File: config.mk
export PLATFORM = sky130hd
export DESIGN_NAME = svf_sc_ctrl
export DESIGN_NICKNAME = d
export VERILOG_FILES = /design/src/rtl/svf_sc_ctrl.sv
export SDC_FILE = /design/constraint.sdc
export NUM_CORES = 1
export LEC_CHECK = 0
export CAP_MARGIN = 20
export CORE_MARGIN = 4
export CORE_UTILIZATION = 50
export CTS_CLUSTER_SIZE = 30
export DETAILED_ROUTE_END_ITERATION = 8
export PLACE_DENSITY = 0.71
export SKIP_CTS_REPAIR_TIMING = 1
export SYNTH_ARGS = -nofsm -noshare
export SYNTH_HDL_FRONTEND = slang
export SYNTH_SLANG_ARGS = --single-unit
File: constraint.sdc
create_clock -name clk -period 5.8 [get_ports clk]
set_input_delay 1.16 -clock clk [delete_from_list [all_inputs] [get_ports clk]]
set_output_delay 1.16 -clock clk [all_outputs]
set_load 0.05 [all_outputs]
File: src/rtl/svf_sc_ctrl.sv
// svf_sc_ctrl: drives sc_clk, the C_Q bits and the response select of the SC SVF macro.
// Settings are written byte-wide, staged, then applied only on the sc_clk falling edge that ends a period.
// The optional glide moves the divider one step per period toward the target.
module svf_sc_ctrl #(
  parameter int DIV_W      = 11,
  parameter int GLIDE_STEP = 1
) (
  input  logic       clk,
  input  logic       rst,
  input  logic       wr_en,
  input  logic [1:0] wr_addr,
  input  logic [7:0] wr_data,
  output logic       sc_clk,
  output logic       q0,
  output logic       q1,
  output logic       q2,
  output logic       q3,
  output logic       sel0,
  output logic       sel1,
  output logic       busy
);

  localparam logic [DIV_W-1:0] STEP = DIV_W'(GLIDE_STEP);
  localparam logic [DIV_W-1:0] ONE  = DIV_W'(1);

  // Divider state.
  logic [DIV_W-1:0] cnt, cnt_nxt;
  logic             sc_r, sc_nxt;
  logic             boundary;

  // Settings, staged copies and pending flags.
  logic [DIV_W-1:0] d_act, d_tgt, d_nxt, d_glide, gap, stp;
  logic             glide_up;
  logic [7:0]       lo_stage;
  logic [3:0]       q_stg, q_out, q_nxt;
  logic [1:0]       sel_stg, sel_out, sel_nxt;
  logic             en, glide;
  logic             pend_div, pend_div_nxt;
  logic             pend_qm, pend_qm_nxt;
  logic             busy_r;

  logic             wr_lo, wr_div, wr_qm, wr_ctl;

  assign wr_lo  = wr_en && (wr_addr == 2'd0);
  assign wr_div = wr_en && (wr_addr == 2'd1);
  assign wr_qm  = wr_en && (wr_addr == 2'd2);
  assign wr_ctl = wr_en && (wr_addr == 2'd3);

  // Divider: toggle at counter==D; a period ends on the falling toggle, and every cycle is a boundary while disabled.
  always_comb begin
    cnt_nxt  = cnt;
    sc_nxt   = sc_r;
    boundary = 1'b1;
    if (!en) begin
      cnt_nxt = '0;
      sc_nxt  = 1'b0;
    end else if (cnt == d_act) begin
      cnt_nxt  = '0;
      sc_nxt   = ~sc_r;
      boundary = sc_r;
    end else begin
      cnt_nxt  = cnt + ONE;
      boundary = 1'b0;
    end
  end

  // Glide candidate: move D toward the target by at most STEP, never overshooting.
  always_comb begin
    glide_up = (d_tgt > d_act);
    gap      = glide_up ? (d_tgt - d_act) : (d_act - d_tgt);
    stp      = (gap > STEP) ? STEP : gap;
    d_glide  = glide_up ? (d_act + stp) : (d_act - stp);
  end

  // Apply pending settings on a boundary; a write in the same cycle re-arms its pending flag for the next boundary.
  always_comb begin
    d_nxt        = d_act;
    pend_div_nxt = pend_div;
    q_nxt        = q_out;
    sel_nxt      = sel_out;
    pend_qm_nxt  = pend_qm;
    if (boundary && pend_div) begin
      d_nxt = (en && glide) ? d_glide : d_tgt;
      if (((en && glide) ? d_glide : d_tgt) == d_tgt) begin
        pend_div_nxt = 1'b0;
      end
    end
    if (boundary && pend_qm) begin
      q_nxt       = q_stg;
      sel_nxt     = sel_stg;
      pend_qm_nxt = 1'b0;
    end
    if (wr_div) begin
      pend_div_nxt = 1'b1;
    end
    if (wr_qm) begin
      pend_qm_nxt = 1'b1;
    end
  end

  // State and output registers; the register-port writes land here too.
  always_ff @(posedge clk or posedge rst) begin
    if (rst) begin
      cnt      <= '0;
      sc_r     <= 1'b0;
      d_act    <= '0;
      d_tgt    <= '0;
      lo_stage <= '0;
      q_stg    <= '0;
      sel_stg  <= '0;
      q_out    <= '0;
      sel_out  <= '0;
      en       <= 1'b0;
      glide    <= 1'b0;
      pend_div <= 1'b0;
      pend_qm  <= 1'b0;
      busy_r   <= 1'b0;
    end else begin
      cnt      <= cnt_nxt;
      sc_r     <= sc_nxt;
      d_act    <= d_nxt;
      q_out    <= q_nxt;
      sel_out  <= sel_nxt;
      pend_div <= pend_div_nxt;
      pend_qm  <= pend_qm_nxt;
      busy_r   <= pend_div_nxt | pend_qm_nxt;
      if (wr_lo) begin
        lo_stage <= wr_data;
      end
      if (wr_div) begin
        d_tgt <= {wr_data[DIV_W-9:0], lo_stage};
      end
      if (wr_qm) begin
        q_stg   <= wr_data[3:0];
        sel_stg <= wr_data[5:4];
      end
      if (wr_ctl) begin
        en    <= wr_data[0];
        glide <= wr_data[1];
      end
    end
  end

  assign sc_clk = sc_r;
  assign q0     = q_out[0];
  assign q1     = q_out[1];
  assign q2     = q_out[2];
  assign q3     = q_out[3];
  assign sel0   = sel_out[0];
  assign sel1   = sel_out[1];
  assign busy   = busy_r;

endmodule

After elaboration in Yosys (flattened, before gate mapping)
Index checks and enable logic that the tools add are counted.
{"block": "classes", "addsub": 5, "magnitude_cmp": 2, "eq_ne": 6, "n_mux": 15, "bitwise_logic": 2, "reduce_logical": 8}
{"cell": "$mux 11", "count": 6}
{"cell": "$sub 11x11->11", "count": 3}
{"cell": "$eq 11x11->1", "count": 2}
{"cell": "$add 11x1->11 const B", "count": 1}
{"cell": "$add 11x11->11", "count": 1}
{"cell": "$gt 11x1->1 const B", "count": 1}
{"cell": "$gt 11x11->1", "count": 1}
{"cell": "$mux 1", "count": 9}
{"cell": "$logic_and 1x1->1", "count": 7}
{"cell": "$eq 2x2->1 const B", "count": 2}
{"cell": "$eq 2x1->1 const B", "count": 1}
{"cell": "$logic_not 2->1", "count": 1}
{"cell": "$ne 2x1->1 const B", "count": 1}
{"cell": "$not 1->1", "count": 1}
{"cell": "$or 1x1->1", "count": 1}
{"block": "totals", "ff_bits": 59, "out_inout_bits": 8, "word_cells": 52}

Logic depth before layout (Yosys ltp)
{"block": "logic_depth", "ltp_word": 12, "ltp_mapped": 26, "ltp_nobuf": 25}

Worst setup path after synthesis
No wires, ideal clock.
{"block": "synth_path", "kind": "register -> register", "start": "register d_act[1]", "end": "register busy_r (netlist: busy)", "setup_ns": 0.124, "arrival_time_ns": 5.648, "required_time_ns": 5.676, "slack_ns": 0.027, "path_stages_with_launch": 23, "synth_period_minus_slack_ns": 5.773, "cell_sequence": "dfrtp_1 -> inv_1 -> ha_1 -> a21o_1 -> a31oi_1 -> o31a_1 -> nor2_2 -> mux2_1 -> a2111oi_0 -> nand4b_1 -> inv_1 -> ha_1 -> nand2_1 -> fa_1 -> xor2_1 -> a31oi_1 -> nand4_1 -> or4_1 -> or4_1 -> nor4_1 -> and3_1 -> a32oi_1 -> or2_1"}
{"block": "synth_via", "elab_chain_cells": 12, "elab_cells_between_ends": 22, "cone_classes": "add/sub (4); order compare (2); eq/ne (2); mux (11); bitwise (1); reduce/logical (2)"}
{"item": "start, declared", "line": "32", "rtl": "logic [DIV_W-1:0] d_act, d_tgt, d_nxt, d_glide, gap, stp;"}
{"item": "start signal, assigned", "line": "121", "rtl": "d_act <= d_nxt;"}
{"item": "$sub 11x11->11 / $gt 11x11->1 (equally long branches)", "line": "70, 69"}
{"item": "$mux 11", "line": "70", "rtl": "gap = glide_up ? (d_tgt - d_act) : (d_act - d_tgt);"}
{"item": "$gt 11x1->1", "line": "71", "rtl": "stp = (gap > STEP) ? STEP : gap;"}
{"item": "$mux 11", "line": "71"}
{"item": "$sub 11x11->11 / $add 11x11->11 (equally long branches)", "line": "72", "rtl": "d_glide = glide_up ? (d_act + stp) : (d_act - stp);"}
{"item": "$mux 11", "line": "72"}
{"item": "$mux 11", "line": "84", "rtl": "if (((en && glide) ? d_glide : d_tgt) == d_tgt) begin"}
{"item": "$eq 11x11->1", "line": "84"}
{"item": "$mux 1", "line": "84"}
{"item": "$mux 1 *", "line": "82", "rtl": "if (boundary && pend_div) begin"}
{"item": "$mux 1 *", "line": "93", "rtl": "if (wr_div) begin"}
{"item": "named net pend_div_nxt", "line": "38", "rtl": "logic pend_div, pend_div_nxt;"}
{"item": "$or 1x1->1 *", "line": "126", "rtl": "busy_r <= pend_div_nxt | pend_qm_nxt;"}
{"item": "end signal, assigned", "line": "126"}
{"item": "end, declared", "line": "40", "rtl": "logic busy_r;"}
Mark *: on every way through the listed nets, which the timed path passes. The rest lies on a longest branch.
A chain may end at the register's enable or synchronous reset.

Worst setup path in the final report
{"block": "layout_path", "start": "register d_act[9]", "end": "register busy_r (netlist: busy)"}
Same word-level chain as after synthesis.

==> impl_metrics.csv <==
group,metric,value,unit
global_routing,gr-usage-all-layers,0.2272,
final_layout,syn_to_final_growth,28.74,%
detailed_routing,totalWireLength,11460,µm
timing,hold_viol,0,
final_layout,antenna_cells,0,
floorplanning,die_height,101.4,µm
floorplanning,die_w,101.4,µm
placed_design,io_buffers,20,
clock_network,clockRootBuffer,"clkbuf_8",
timing,rsz0062_at_grt,"yes",
synth,synthFlopType,"dfrtp_1",
floorplanning,start_util,0.5225,
global_routing,antenna_found_initial,0,
timing,maxSlewViolCount,0,
detailed_routing,dr.pass1.iters,5,
global_routing,grt_max_degree,60,
detailed_routing,drtIter0Drc,222,
clock_network,cts.sinks,59,
worst_setup_path,critPathKind,"flip-flop to flip-flop",
placed_design,dp_worst_setup_slack,-0.3315,ns
floorplanning,ios,21,
synth,netlist.area_leader.share,0.3388,
timing,timing.final.ws_setup,-0.07691,ns
worst_setup_path,crit_path_start_kind,"flip-flop",
final_layout,fin_nets,619,
synth,ys_seq_elements,59,
detailed_routing,wire_per_inst,16.85,µm
synth,ys_types,58,
synth,postSynthAreaPerCell,9.332,µm²
floorplanning,core,8341,µm²
detailed_routing,wl_met2,5625,µm
synth,syn-instance-count,467,
floorplanning,rows,33,
worst_setup_path,cp_slowest_cell,"or4_4",
min_path,hp-class,"flip-flop to flip-flop",
timing,slew_headroom,0.5075,
timing,fmax,170.2,MHz
worst_setup_path,cp_max_fo,9,
synth,synth.net_count,516,
clock_network,clk_pin_slew_worst_paths,0.09,ns
placed_design,dpl.hpwl,8555,µm
worst_setup_path,crit_family,"simple AND/OR/NAND/NOR gates",
clock_network,cts_max_path_buffers,2,
timing,fin_crit,5.877,ns
detailed_routing,met3_length,518,µm
floorplanning,die_area,10270,µm²
timing,worst_pin_slew,0.7369,ns
clock_network,htree_levels,3,
global_routing,gr-total-overflow,0,
placed_design,place.gp.congestion,0.9328,
timing,holdWs,0.5093,ns
synth,async_flop_share,1.000,
synth,yosys-top-cells-area,"dfrtp_1, ha_1, mux2_2",
clock_network,worstSkewPairLatency,0.35,ns
detailed_routing,wl_met1,5024,µm
detailed_routing,via_count,3776,
worst_setup_path,crit_required,6.02,ns
run,max-cap-violations,0,
timing,setup_violations,1,
synth,synth_edf_count,0,
detailed_routing,drcViolationCount,0,
clock_network,cts_buffers,9,
synth,synth_seq_area_share,0.3388,
final_layout,fill_cells,650,
worst_setup_path,arrival,6.10,ns
placed_design,dpl_cell_area,5176,µm²
timing,period_share,1.013,
synth,synth.largest_area_cell,"dfrtp_1",
worst_setup_path,cp_num_buf_inv,4,
worst_setup_path,critPathMaxStageDelay,0.54,ns
final_layout,fin_area,5610,µm²
timing,skew,0.01734,ns
global_routing,grt_pass1_wl,18410,µm
detailed_routing,vias_per_cell,5.553,
status,violations,"negative setup slack",
clock_network,cts_tree,"done",
detailed_routing,antenna_left,0,
synth,syn_area,4358,µm²
synth,yosysWarnings,0,
status,status,"complete, but fails checks",
worst_setup_path,crit_path_end_kind,"flip-flop",
final_layout,drive_above_1_share,0.2957,
final_layout,final_core_utilization,0.6727,
detailed_routing,top_layer,"met4",
global_routing,grt_pass1_vias,3715,
==> metal layers <==
layer,track usage,vias up
met1,0.2966,1807
met5,0,-
li1,-,1844
met4,0.07975,0
met3,0.04270,23
met2,0.3778,102
==> cell families (layout without fill, tap and decap cells) <==
logic type / count (synthesis) / count (layout) / synth area share
and+or+nand+nor: 139 / 139 / 0.1611
AOI/OAI and AO/OA: 96 / 96 / 0.1410
DFF: 59 / 59 / 0.3388
xor gates and xnor gates: 49 / 49 / 0.1002
buffers and inverters: 49 / 157 / 0.05225
muxes: 38 / 38 / 0.09733
adders and majority gates: 36 / 36 / 0.1085
other: 1 / 1 / 0.0008605
==> cell usage after synthesis (all sizes together) (2+ instances only) <==
library cell,n
nand2,32
nor3b,2
nand3b,3
nand4,4
or4,2
nor4,4
nor3,6
a31oi,6
a2111oi,4
o21ai,23
o21bai,2
a21oi,29
xor2,25
o22ai,2
nand4b,4
a221oi,2
or3,6
a21o,8
mux2,35
nand3,16
or2,2
o31ai,2
fa,3
nand2b,10
ha,33
buf,5
and2,3
a211oi,7
dfrtp,59
inv,33
clkbuf,11
o221ai,2
nor2,39
xnor2,24
and3,3
mux2i,3
==> final timing paths <==
path                       slack [ns]                      end  cells after the start                    start
min reg2reg                      0.51  lo_stage[5]$_DFFE_PP0P_                      1  lo_stage[5]$_DFFE_PP0P_
max in group asynchronous        3.97     d_tgt[3]$_DFFE_PP0P_                      3                      rst
max                             -0.08           busy$_DFF_PP0_                     25     d_act[9]$_DFFE_PP0P_
min in group asynchronous        1.34           en$_DFFE_PP0P_                      3                      rst
max reg2reg                     -0.08           busy$_DFF_PP0_                     25     d_act[9]$_DFFE_PP0P_
min                              0.51  lo_stage[5]$_DFFE_PP0P_                      1  lo_stage[5]$_DFFE_PP0P_
==> cell usage in the layout, fill, tap and decap left out, types with 6 or more instances in the layout <==
master / Yosys / routed
nand2_1: 32 / 31
inv_1: 33 / 31
xor2_1: 24 / 24
xnor2_1: 24 / 23
a211oi_1: 7 / 6
dfrtp_1: 59 / 59
or3_1: 6 / 6
a21o_1: 8 / 8
nor2_1: 37 / 37
nand3_1: 16 / 16
a21oi_1: 28 / 25
mux2_2: 34 / 34
nand2b_1: 10 / 9
clkdlybuf4s50_1: 0 / 20
o21ai_1: 6 / 7
buf_4: 1 / 87
o21ai_0: 16 / 14
clkbuf_8: 1 / 9
ha_1: 33 / 28
a31oi_1: 6 / 6
==> flip-flops by register name, indices dropped and copies added (netlist names), 2 cells and up <==
| register | count |
|---|---|
| cnt | 11 |
| d_act | 11 |
| d_tgt | 11 |
| lo_stage | 8 |
| q_out | 4 |
| q_stg | 4 |
| sel_out | 2 |
| sel_stg | 2 |
==> per-stage QoR <==
step | std cells | setup TNS [ns]
3_3_place_gp | 654 | -0.1528
6_report | 680 | -0.07691
2_1_floorplan | 467 | 0
4_1_cts | 671 | -0.5286
5_1_grt | 680 | -0.3396
3_5_place_dp | 655 | -0.4464
==> layout make-up <==
type	count	area, µm²	share of cell area
Tap cell	105	131.4	0.02342
Sequential cell	59	1476	0.2632
Inverter	33	123.9	0.02208
Multi-Input combinational cell	359	2820	0.5027
Clock inverter	7	76.32	0.01360
Timing Repair Buffer	108	858.3	0.1530
Clock buffer	9	123.9	0.02208
Power is left out: the tool's default activity adds up to more than one toggle a clock period on the data nets, which glitch-free logic cannot reach.
